--- config.mk ---
export PLATFORM = sky130hd
export DESIGN_NAME = load_store_unit
export DESIGN_NICKNAME = d
export VERILOG_FILES = /design/src/rtl/lsu_pkg.sv /design/src/rtl/lsu_lane_align.sv /design/src/rtl/load_store_unit.sv
export SDC_FILE = /design/constraint.sdc
export NUM_CORES = 1
export LEC_CHECK = 0
export BUFFER_PORTS_ARGS = -buffer_cell sky130_fd_sc_hd__buf_2
export CAP_MARGIN = 20
export CORE_ASPECT_RATIO = 1.1
export CORE_UTILIZATION = 54
export DETAILED_ROUTE_END_ITERATION = 7
export PLACE_DENSITY = 0.87
export SLEW_MARGIN = 20
export SYNTH_ARGS = -nofsm -noshare
export SYNTH_HDL_FRONTEND = slang
export SYNTH_SLANG_ARGS = --single-unit
--- constraint.sdc ---
create_clock -name clk -period 5.82 [get_ports clk]
set_input_delay 0.873 -clock clk [delete_from_list [all_inputs] [get_ports clk]]
set_output_delay 0.873 -clock clk [all_outputs]
set_load 0.1 [all_outputs]
--- src/rtl/lsu_pkg.sv ---
// Shared encodings, FSM state type and address helpers for the load/store unit.
package lsu_pkg;

   localparam int unsigned XLEN = 32;

   localparam logic [1:0] SZ_BYTE = 2'b00;
   localparam logic [1:0] SZ_HALF = 2'b01;
   localparam logic [1:0] SZ_WORD = 2'b10;

   localparam logic [1:0] FLT_NONE     = 2'b00;
   localparam logic [1:0] FLT_MISALIGN = 2'b01;
   localparam logic [1:0] FLT_ACCESS   = 2'b10;

   typedef enum logic [1:0] {
      ST_IDLE = 2'b00,
      ST_RD   = 2'b01,
      ST_WR   = 2'b10,
      ST_RESP = 2'b11
   } lsu_state_e;

   // Size 11 behaves exactly like a word access.
   function automatic logic [1:0] norm_size(input logic [1:0] size);
      return (size == 2'b11) ? SZ_WORD : size;
   endfunction

   function automatic logic is_misaligned(input logic [1:0] size, input logic [1:0] lsb);
      case (size)
         SZ_BYTE: return 1'b0;
         SZ_HALF: return lsb[0];
         default: return (lsb != 2'b00);
      endcase
   endfunction

   function automatic logic [XLEN-1:0] natural_align(input logic [1:0] size,
                                                     input logic [XLEN-1:0] addr);
      case (size)
         SZ_BYTE: return addr;
         SZ_HALF: return {addr[XLEN-1:1], 1'b0};
         default: return {addr[XLEN-1:2], 2'b00};
      endcase
   endfunction

endpackage

--- src/rtl/lsu_lane_align.sv ---
// Combinational lane logic: load extract with sign/zero extension, and
// sub-word store merge into the read word.
module lsu_lane_align
   import lsu_pkg::*;
(
   input  logic [XLEN-1:0] i_word,
   input  logic [1:0]      i_addr,
   input  logic [1:0]      i_size,
   input  logic            i_unsigned,
   input  logic [XLEN-1:0] i_wdata,
   output logic [XLEN-1:0] o_rdata,
   output logic [XLEN-1:0] o_merged
);

   logic [7:0]  w_byte;
   logic [15:0] w_half;

   always_comb begin
      w_byte   = i_word[{i_addr, 3'b000} +: 8];
      w_half   = i_word[{i_addr[1], 4'b0000} +: 16];
      o_rdata  = i_word;
      o_merged = i_word;
      case (i_size)
         SZ_BYTE: begin
            o_rdata = {{24{w_byte[7] & ~i_unsigned}}, w_byte};
            o_merged[{i_addr, 3'b000} +: 8] = i_wdata[7:0];
         end
         SZ_HALF: begin
            o_rdata = {{16{w_half[15] & ~i_unsigned}}, w_half};
            o_merged[{i_addr[1], 4'b0000} +: 16] = i_wdata[15:0];
         end
         default: begin
            o_rdata  = i_word;
            o_merged = i_wdata;
         end
      endcase
   end

endmodule

--- src/rtl/load_store_unit.sv ---
// Load/store unit bridging the core to the word-only MMIO bus (RMW for sub-word stores).
// Define LSU_MISALIGN_CHECK_EN to fault misaligned requests; otherwise they are force-aligned.
module load_store_unit
   import lsu_pkg::*;
(
   input  logic            clk,
   input  logic            rst,
   input  logic            req_valid,
   output logic            req_ready,
   input  logic            req_write,
   input  logic [1:0]      req_size,
   input  logic            req_unsigned,
   input  logic [XLEN-1:0] req_addr,
   input  logic [XLEN-1:0] req_wdata,
   output logic            resp_valid,
   output logic [XLEN-1:0] resp_rdata,
   output logic [1:0]      resp_fault,
   output logic [XLEN-1:0] bus_address,
   input  logic [XLEN-1:0] bus_read_data,
   output logic [XLEN-1:0] bus_write_data,
   output logic            bus_write_sig,
   input  logic            bus_selected
);

   lsu_state_e       r_state;
   lsu_state_e       w_state_next;
   logic [XLEN-1:0]  r_addr;
   logic [1:0]       r_size;
   logic             r_write;
   logic             r_unsigned;
   logic [XLEN-1:0]  r_wdata;
   logic [XLEN-1:0]  r_rdata;
   logic [1:0]       r_fault;

   logic [1:0]       w_req_size;
   logic [XLEN-1:0]  w_req_addr;
   logic             w_misalign;
   logic [XLEN-1:0]  w_extract;
   logic [XLEN-1:0]  w_merged;

   assign w_req_size = norm_size(req_size);

`ifdef LSU_MISALIGN_CHECK_EN
   assign w_req_addr = req_addr;
   assign w_misalign = is_misaligned(w_req_size, req_addr[1:0]);
`else
   assign w_req_addr = natural_align(w_req_size, req_addr);
   assign w_misalign = 1'b0;
`endif

   lsu_lane_align u_lane_align (
      .i_word     (bus_read_data),
      .i_addr     (r_addr[1:0]),
      .i_size     (r_size),
      .i_unsigned (r_unsigned),
      .i_wdata    (r_wdata),
      .o_rdata    (w_extract),
      .o_merged   (w_merged)
   );

   always_ff @(posedge clk) begin
      if (rst) r_state <= ST_IDLE;
      else     r_state <= w_state_next;
   end

   // Next state and bus/handshake decode from registered state only.
   always_comb begin
      w_state_next   = r_state;
      req_ready      = 1'b0;
      resp_valid     = 1'b0;
      bus_address    = '0;
      bus_write_data = '0;
      bus_write_sig  = 1'b0;
      case (r_state)
         ST_IDLE: begin
            req_ready = 1'b1;
            if (req_valid) begin
               if (w_misalign)                 w_state_next = ST_RESP;
               else if (!req_write)            w_state_next = ST_RD;
               else if (w_req_size == SZ_WORD) w_state_next = ST_WR;
               else                            w_state_next = ST_RD;
            end
         end
         ST_RD: begin
            bus_address  = {r_addr[XLEN-1:2], 2'b00};
            w_state_next = (!bus_selected || !r_write) ? ST_RESP : ST_WR;
         end
         ST_WR: begin
            bus_address    = {r_addr[XLEN-1:2], 2'b00};
            bus_write_data = r_wdata;
            bus_write_sig  = !rst;
            w_state_next   = ST_RESP;
         end
         ST_RESP: begin
            resp_valid   = 1'b1;
            w_state_next = ST_IDLE;
         end
         default: w_state_next = ST_IDLE;
      endcase
   end

   // Request capture and result registers; r_wdata holds the merged word after RD.
   always_ff @(posedge clk) begin
      if (rst) begin
         r_addr     <= '0;
         r_size     <= SZ_BYTE;
         r_write    <= 1'b0;
         r_unsigned <= 1'b0;
         r_wdata    <= '0;
         r_rdata    <= '0;
         r_fault    <= FLT_NONE;
      end else begin
         case (r_state)
            ST_IDLE: begin
               if (req_valid) begin
                  r_addr     <= w_req_addr;
                  r_size     <= w_req_size;
                  r_write    <= req_write;
                  r_unsigned <= req_unsigned;
                  r_wdata    <= req_wdata;
                  r_rdata    <= '0;
                  r_fault    <= w_misalign ? FLT_MISALIGN : FLT_NONE;
               end
            end
            ST_RD: begin
               if (!bus_selected) r_fault <= FLT_ACCESS;
               else if (!r_write) r_rdata <= w_extract;
               else               r_wdata <= w_merged;
            end
            ST_WR: begin
               if (!bus_selected) r_fault <= FLT_ACCESS;
            end
            default: ;
         endcase
      end
   end

   assign resp_rdata = r_rdata;
   assign resp_fault = r_fault;

endmodule

==> key figures, run 1 <==
Status
  – Status: complete, but fails checks
  – Failing checks: design-rule violations

Detailed routing
  – Drt pass-1 iters: 7
  – Via count: between 5000 and 6000
  – DR DRC count: 22
  – WL final: roughly 16 mm
  – Post-DR vias/cell: between 5 and 6
  – DR iter-0 viols: 459
  – Met1 Routed Length: around 6.6 mm
  – DR WL/cell: around 17 um
  – Top sig layer: met4
  – Met3 wire length: between 1.5 and 2 mm
  – Routed Antenna Nets: 0
  – WL met2: 7.647 mm

Worst setup path
  – Setup crit start kind: flop
  – Crit path max-delay cell type: ha_1
  – CP top delay family: adder cells
  – Crit-path max FO: 32
  – CP arrival: around 2.3 ns
  – Worst Path Buf+Inv: 2
  – CP endpoint kind: output pin
  – Critical path class: reg2out
  – CP required: roughly 5.0 ns
  – CP peak stage delay: ~0.76 ns
  – Crit path cell chain: inv_1 > ha_1 > and2_1 > buf_2

STA
  – Peak Freq: roughly 320 MHz
  – Setup tns final: 0 ns
  – Fin. Hold Viols: 0
  – Rel. slew slack: 36.64%
  – RSZ-0062 raised after global routing: no
  – # setup viols final: 0
  – Final min period: approximately 3.2 ns
  – Hold WS: approximately 0.46 ns
  – Final Max Tran Viols: 0
  – Clk_skew: roughly 0.010 ns
  – Least-Margin Pin Slew: approximately 0.95 ns
  – Final setup margin: approximately 2.7 ns
  – Period Utilization, post-route: 54.29%

Synthesis
  – Post-synthesis compound-gate area fraction: between 20 and 30%
  – Syn Std Cell Area: between 5000 and 6000 um^2
  – Synth cell types: 61
  – Synth top area share: 37.84%
  – Simple-gate portion of the synthesized area: 22.32%
  – Async S/R FF share, synth: 0%
  – Top FF cell, synth: dfxtp_1
  – Main combinational cell family by area after synthesis: compound AO/OA/AOI/OAI gates
  – Most frequent cell after synthesis: nand2_1
  – Synth Area in XOR/XNOR: 0%
  – Sequential share of the synthesized area: 37.84%
  – Synth warnings: 0
  – Mapped Avg Cell Area: between 8 and 9 um^2
  – Mux cell area share after synthesis: under 10%
  – Synth Register Bits: slightly above 100
  – Adder-cell share of the synthesized area: under 10%
  – Synth Instances: about 650
  – Leading area contributor after synthesis: dfxtp_1
  – Number of synthesized flops with an enable pin: 0
  – Top post-synthesis cells by area: dfxtp_1, nand2_1, and2_1, a21oi_1, o2bb2ai_1
  – Top cells by count, synth: nand2_1, dfxtp_1, a21oi_1

Clock tree
  – H-tree depth: 3
  – Setup bufs post-CTS: 0
  – # hold bufs at CTS: 0
  – Cts repair resizes: 0
  – Clock Pin Slew Worst Setup and Hold Paths: 0.10 ns
  – CTS sink count: roughly 100
  – Clk buf depth: 2
  – CTS root buffer: clkbuf_8
  – Num CTS Buffers: 9
  – TritonCTS clock tree: built
  – Clk_lat worst skew: roughly 0.37 ns

Power and ir drop
  – PwrDens: about 470 nW/um^2
  – LEAKAGE: 2.930 nW
  – Tot Pwr: a little over 3 mW
  – Worst vdd ir: around 0.27 mV

Layout
  – Flip-flop and latch area: between 2000 and 2500 um^2
  – Layout cell share with drive strength beyond 1: a little under a third
  – Layout Nets: about 900
  – Fillcell total: 814
  – ANT cells: 0
  – Area of the multi-input gates: 3084 um^2
  – Area Growth Syn to Fin: 20.28%
  – Utilization after layout: between 60% and 70%

Floorplanning
  – Die area: roughly 10000 um^2
  – FP Rows: 38
  – Die Height: 107.4 um
  – Starting Density: a little under three fifths
  – Core area: 9842 um^2
  – I/O pin cnt: 205
  – Die width: about 98 um

GRT
  – Global route overflow: 0
  – Number of global-route vias before repair: about 5100
  – Total Routing Usage GR: 29.94%
  – Wire length of the first global-routing pass: approximately 25 mm
  – Largest net degree at the start of global routing: 70
  – Initial antenna violation count: 0

Min path
  – Min-Delay Path Class: reg2reg

Place
  – Number of I/O port buffers: ~200
  – Post-Place Worst Slack: about 2.8 ns
  – HPWL after DPL: roughly 12 mm
  – Gpl congestion: approximately 0.95

Flow run
  – # Max-Cap Violations: 0
==> per-layer routing <==
metal | track usage (%) | vias to the layer above
li1 | - | 2640
met1 | 38.59 | 2606
met2 | 49.09 | 300
met3 | 5.455 | 35
met4 | 13.20 | 0
met5 | 0 | -
==> final timing paths <==
path              startpoint  slack, ns              to  depth (start not counted)
setup / recovery  r_state[0]       2.66  bus_address[9]                          4
hold reg to reg   r_addr[29]       0.46      r_addr[29]                          2
setup reg to reg  r_state[1]       2.80  resp_rdata[24]                          6
hold / removal    r_addr[29]       0.46      r_addr[29]                          2
==> worst register-to-register path, cell delays in order (launching register included) <==
cell and delay, ns:
dfxtp_1 0.35, inv_1 0.09, ha_1 0.58, inv_4 0.32, nor4_4 0.87, o21ai_2 0.48, o2bb2ai_1 0.27
==> cell families after synthesis <==
family	after synthesis
other cells	1
simple gates	243
compound gates	212
flops	103
buf+inv	66
fa+ha+maj	9
mux	13
==> cell usage in the layout, fill, tap and decap left out, types with 5 or more instances in the layout <==
| cell type | n |
|---|---|
| nor2b_1 | 5 |
| a21oi_1 | 64 |
| nor3_1 | 9 |
| o21bai_1 | 9 |
| o2bb2ai_1 | 22 |
| mux2_2 | 7 |
| and2_1 | 62 |
| o2bb2ai_2 | 10 |
| dfxtp_1 | 103 |
| nand2b_1 | 12 |
| nand2_1 | 106 |
| ha_1 | 9 |
| inv_1 | 8 |
| nor2_1 | 29 |
| a222oi_1 | 6 |
| o21ai_0 | 16 |
| a22oi_1 | 18 |
| a32o_1 | 7 |
| a41oi_1 | 7 |
| buf_2 | 201 |
| a311oi_1 | 14 |
| clkbuf_8 | 10 |
| mux2i_1 | 6 |
| o21a_1 | 7 |
| a22o_1 | 7 |
==> flip-flops by register name (all words and copies together) (netlist names) <==
signal / count
r_addr: 32
r_wdata: 32
resp_rdata: 32
r_size: 2
r_state: 2
r_unsigned: 1
r_write: 1
resp_fault: 1
==> final cells by class <==
| cell class | instances | area share [%] |
|---|---|---|
| tap | 120 | 2.291 |
| timing repair buffer | 205 | 15.81 |
| inverter | 10 | 0.6109 |
| clock buffer | 10 | 2.100 |
| sequential | 103 | 31.46 |
| multi-input combinational | 480 | 47.06 |
| clock inverter | 6 | 0.6682 |
==> power by group <==
group / internal [mW] / total [mW] / switching, mW / leakage (nW)
logic: 0.377 / 1.65 / 1.27 / 1.99
clock network: 0.170 / 0.424 / 0.254 / 0.0930
registers: 0.867 / 0.991 / 0.124 / 0.842
==> through the flow <==
stage               std cells  area, um^2
finish                    934        6554
global route              934        6554
CTS                       934        6550
detailed placement        918        6369
global placement          918        6369
floorplan                 649        5456
No activity file was read; power rests on OpenSTA's default activity.
==> run 2: changes to the inputs <==
Settings changed: CORE_UTILIZATION 54 to 50, PLACE_DENSITY 0.87 to 0.81.
Clock period 5.82 ns to 3.24 ns, I/O delays scaled along.
==> key figures, run 2 (same netlist as run 1, synthesis figures left out) <==
Floorplanning
  – Die Height: 111.5 um
  – FP Rows: 39
  – Core area: ~10000 um^2
  – Die area: around 11000 um^2
  – Die width: 101.5 um
  – I/O pin cnt: approximately 210
  – Starting Density: around half

Clock tree
  – Clock Pin Slew Worst Setup and Hold Paths: 0.07 ns
  – Setup bufs post-CTS: 0
  – Cts repair resizes: 0
  – CTS sink count: approximately 100
  – Num CTS Buffers: 9
  – Clk buf depth: 2
  – # hold bufs at CTS: 0
  – CTS root buffer: clkbuf_16
  – H-tree depth: 3
  – TritonCTS clock tree: built
  – Clk_lat worst skew: ~0.34 ns

GRT
  – Global route overflow: 0
  – Wire length of the first global-routing pass: 26.05 mm
  – Initial antenna violation count: 0
  – Largest net degree at the start of global routing: 38
  – Total Routing Usage GR: between 20% and 30%
  – Number of global-route vias before repair: roughly 5200

Flow run
  – # Max-Cap Violations: 0

Detailed routing
  – WL final: ~17 mm
  – DR DRC count: 0
  – DR WL/cell: around 17 um
  – Routed Antenna Nets: 0
  – Via count: around 5500
  – Post-DR vias/cell: around 5.8
  – Drt pass-1 iters: 5
  – DR iter-0 viols: approximately 320

Worst setup path
  – Setup crit start kind: flop
  – CP arrival: around 2.3 ns
  – Worst Path Buf+Inv: 2
  – Crit-path max FO: 32
  – Crit path max-delay cell type: ha_1
  – CP required: 2.75 ns
  – CP peak stage delay: 0.75 ns
  – Critical path class: reg2out
  – Crit path cell chain: inv_1 > ha_1 > and2_1 > buf_2
  – CP endpoint kind: output pin
  – CP top delay family: adder cells

STA
  – Fin. Hold Viols: 0
  – RSZ-0062 raised after global routing: no
  – Final setup margin: between 0.5 and 0.6 ns
  – Final min period: between 2 and 3 ns
  – Clk_skew: between 0.005 and 0.006 ns
  – Rel. slew slack: about a third
  – Setup tns final: 0 ns
  – Peak Freq: about 370 MHz
  – Least-Margin Pin Slew: 1.009 ns
  – Final Max Tran Viols: 0
  – Period Utilization, post-route: a little over four fifths
  – # setup viols final: 0

Layout
  – Area Growth Syn to Fin: 23.74%
  – ANT cells: 0
  – Final Instance Area: 6743 um^2
  – Fillcell total: 916
  – Commonest non-fill, non-tap cells in the layout: buf_2, nand2_1, dfxtp_1
  – Layout Nets: 926
  – Layout cell share with drive strength beyond 1: between 30% and 40%
  – Commonest non-fill, non-tap cell in the layout: buf_2

Place
  – Post-DP Area: approximately 6400 um^2
  – HPWL after DPL: ~12 mm
  – Post-Place Worst Slack: approximately 0.64 ns
  – Gpl congestion: ~0.9
  – Number of I/O port buffers: 201

Power and ir drop
  – LEAKAGE: 2.998 nW
  – Tot Pwr: 5.935 mW
  – Worst vdd ir: 0.4324 mV
  – PwrDens: just under 900 nW/um^2

Status
  – Status: finished clean

Min path
  – Min-Delay Path Class: in2reg
## run 2: per-layer routing
layer  global-route usage, %  share of wire (%)
met5                       0                  0
met4                   11.50                2.0
met1                   39.31                 43
met3                   7.219                8.2
met2                   45.14                 47
## run 2: power by group
part | switching (mW) | leakage (nW) | internal [mW]
logic | 2.30 | 2.01 | 0.689
registers | 0.225 | 0.842 | 1.56
clock network | 0.480 | 0.142 | 0.678
total | 3.01 | 3.00 | 2.92
## run 2: worst paths after layout
check / depth (start not counted) / endpoint / slack (ns) / startpoint
worst min-delay path: 3 / r_addr[6] / 0.38 / req_addr[6]
worst min register to register: 2 / r_addr[5] / 0.45 / r_addr[5]
worst max register to register: 7 / resp_rdata[23] / 0.62 / r_state[1]
worst max-delay path: 4 / bus_address[17] / 0.51 / r_state[1]
## run 2: stage by stage
| step | util, % | hold WS [ns] | instances |
|---|---|---|---|
| 2_1_floorplan | - | 0.4317 | 649 |
| 3_3_place_gp | 61.26 | 0.4371 | 945 |
| 3_5_place_dp | 61.26 | 0.4435 | 945 |
| 4_1_cts | 64.27 | 0.3692 | 961 |
| 5_1_grt | 64.27 | 0.3734 | 961 |
| 6_report | 64.27 | 0.3757 | 961 |
## run 2: worst register-to-register path, stage by stage (launching register included)
cell and delay [ns]:
dfxtp_1 0.35, inv_1 0.09, ha_1 0.62, inv_4 0.32
nor4_4 0.37, buf_4 0.25, o21ai_2 0.29, o2bb2ai_1 0.27
## run 2: cell type report
class	count	area, um^2	share of cell area [%]
Clock buffer	11	232.7	3.451
Clock inverter	5	82.58	1.225
Inverter	10	40.04	0.5938
Multi-Input combinational cell	480	3080	45.69
Sequential cell	103	2062	30.58
Tap cell	143	178.9	2.654
Timing Repair Buffer	209	1066	15.81
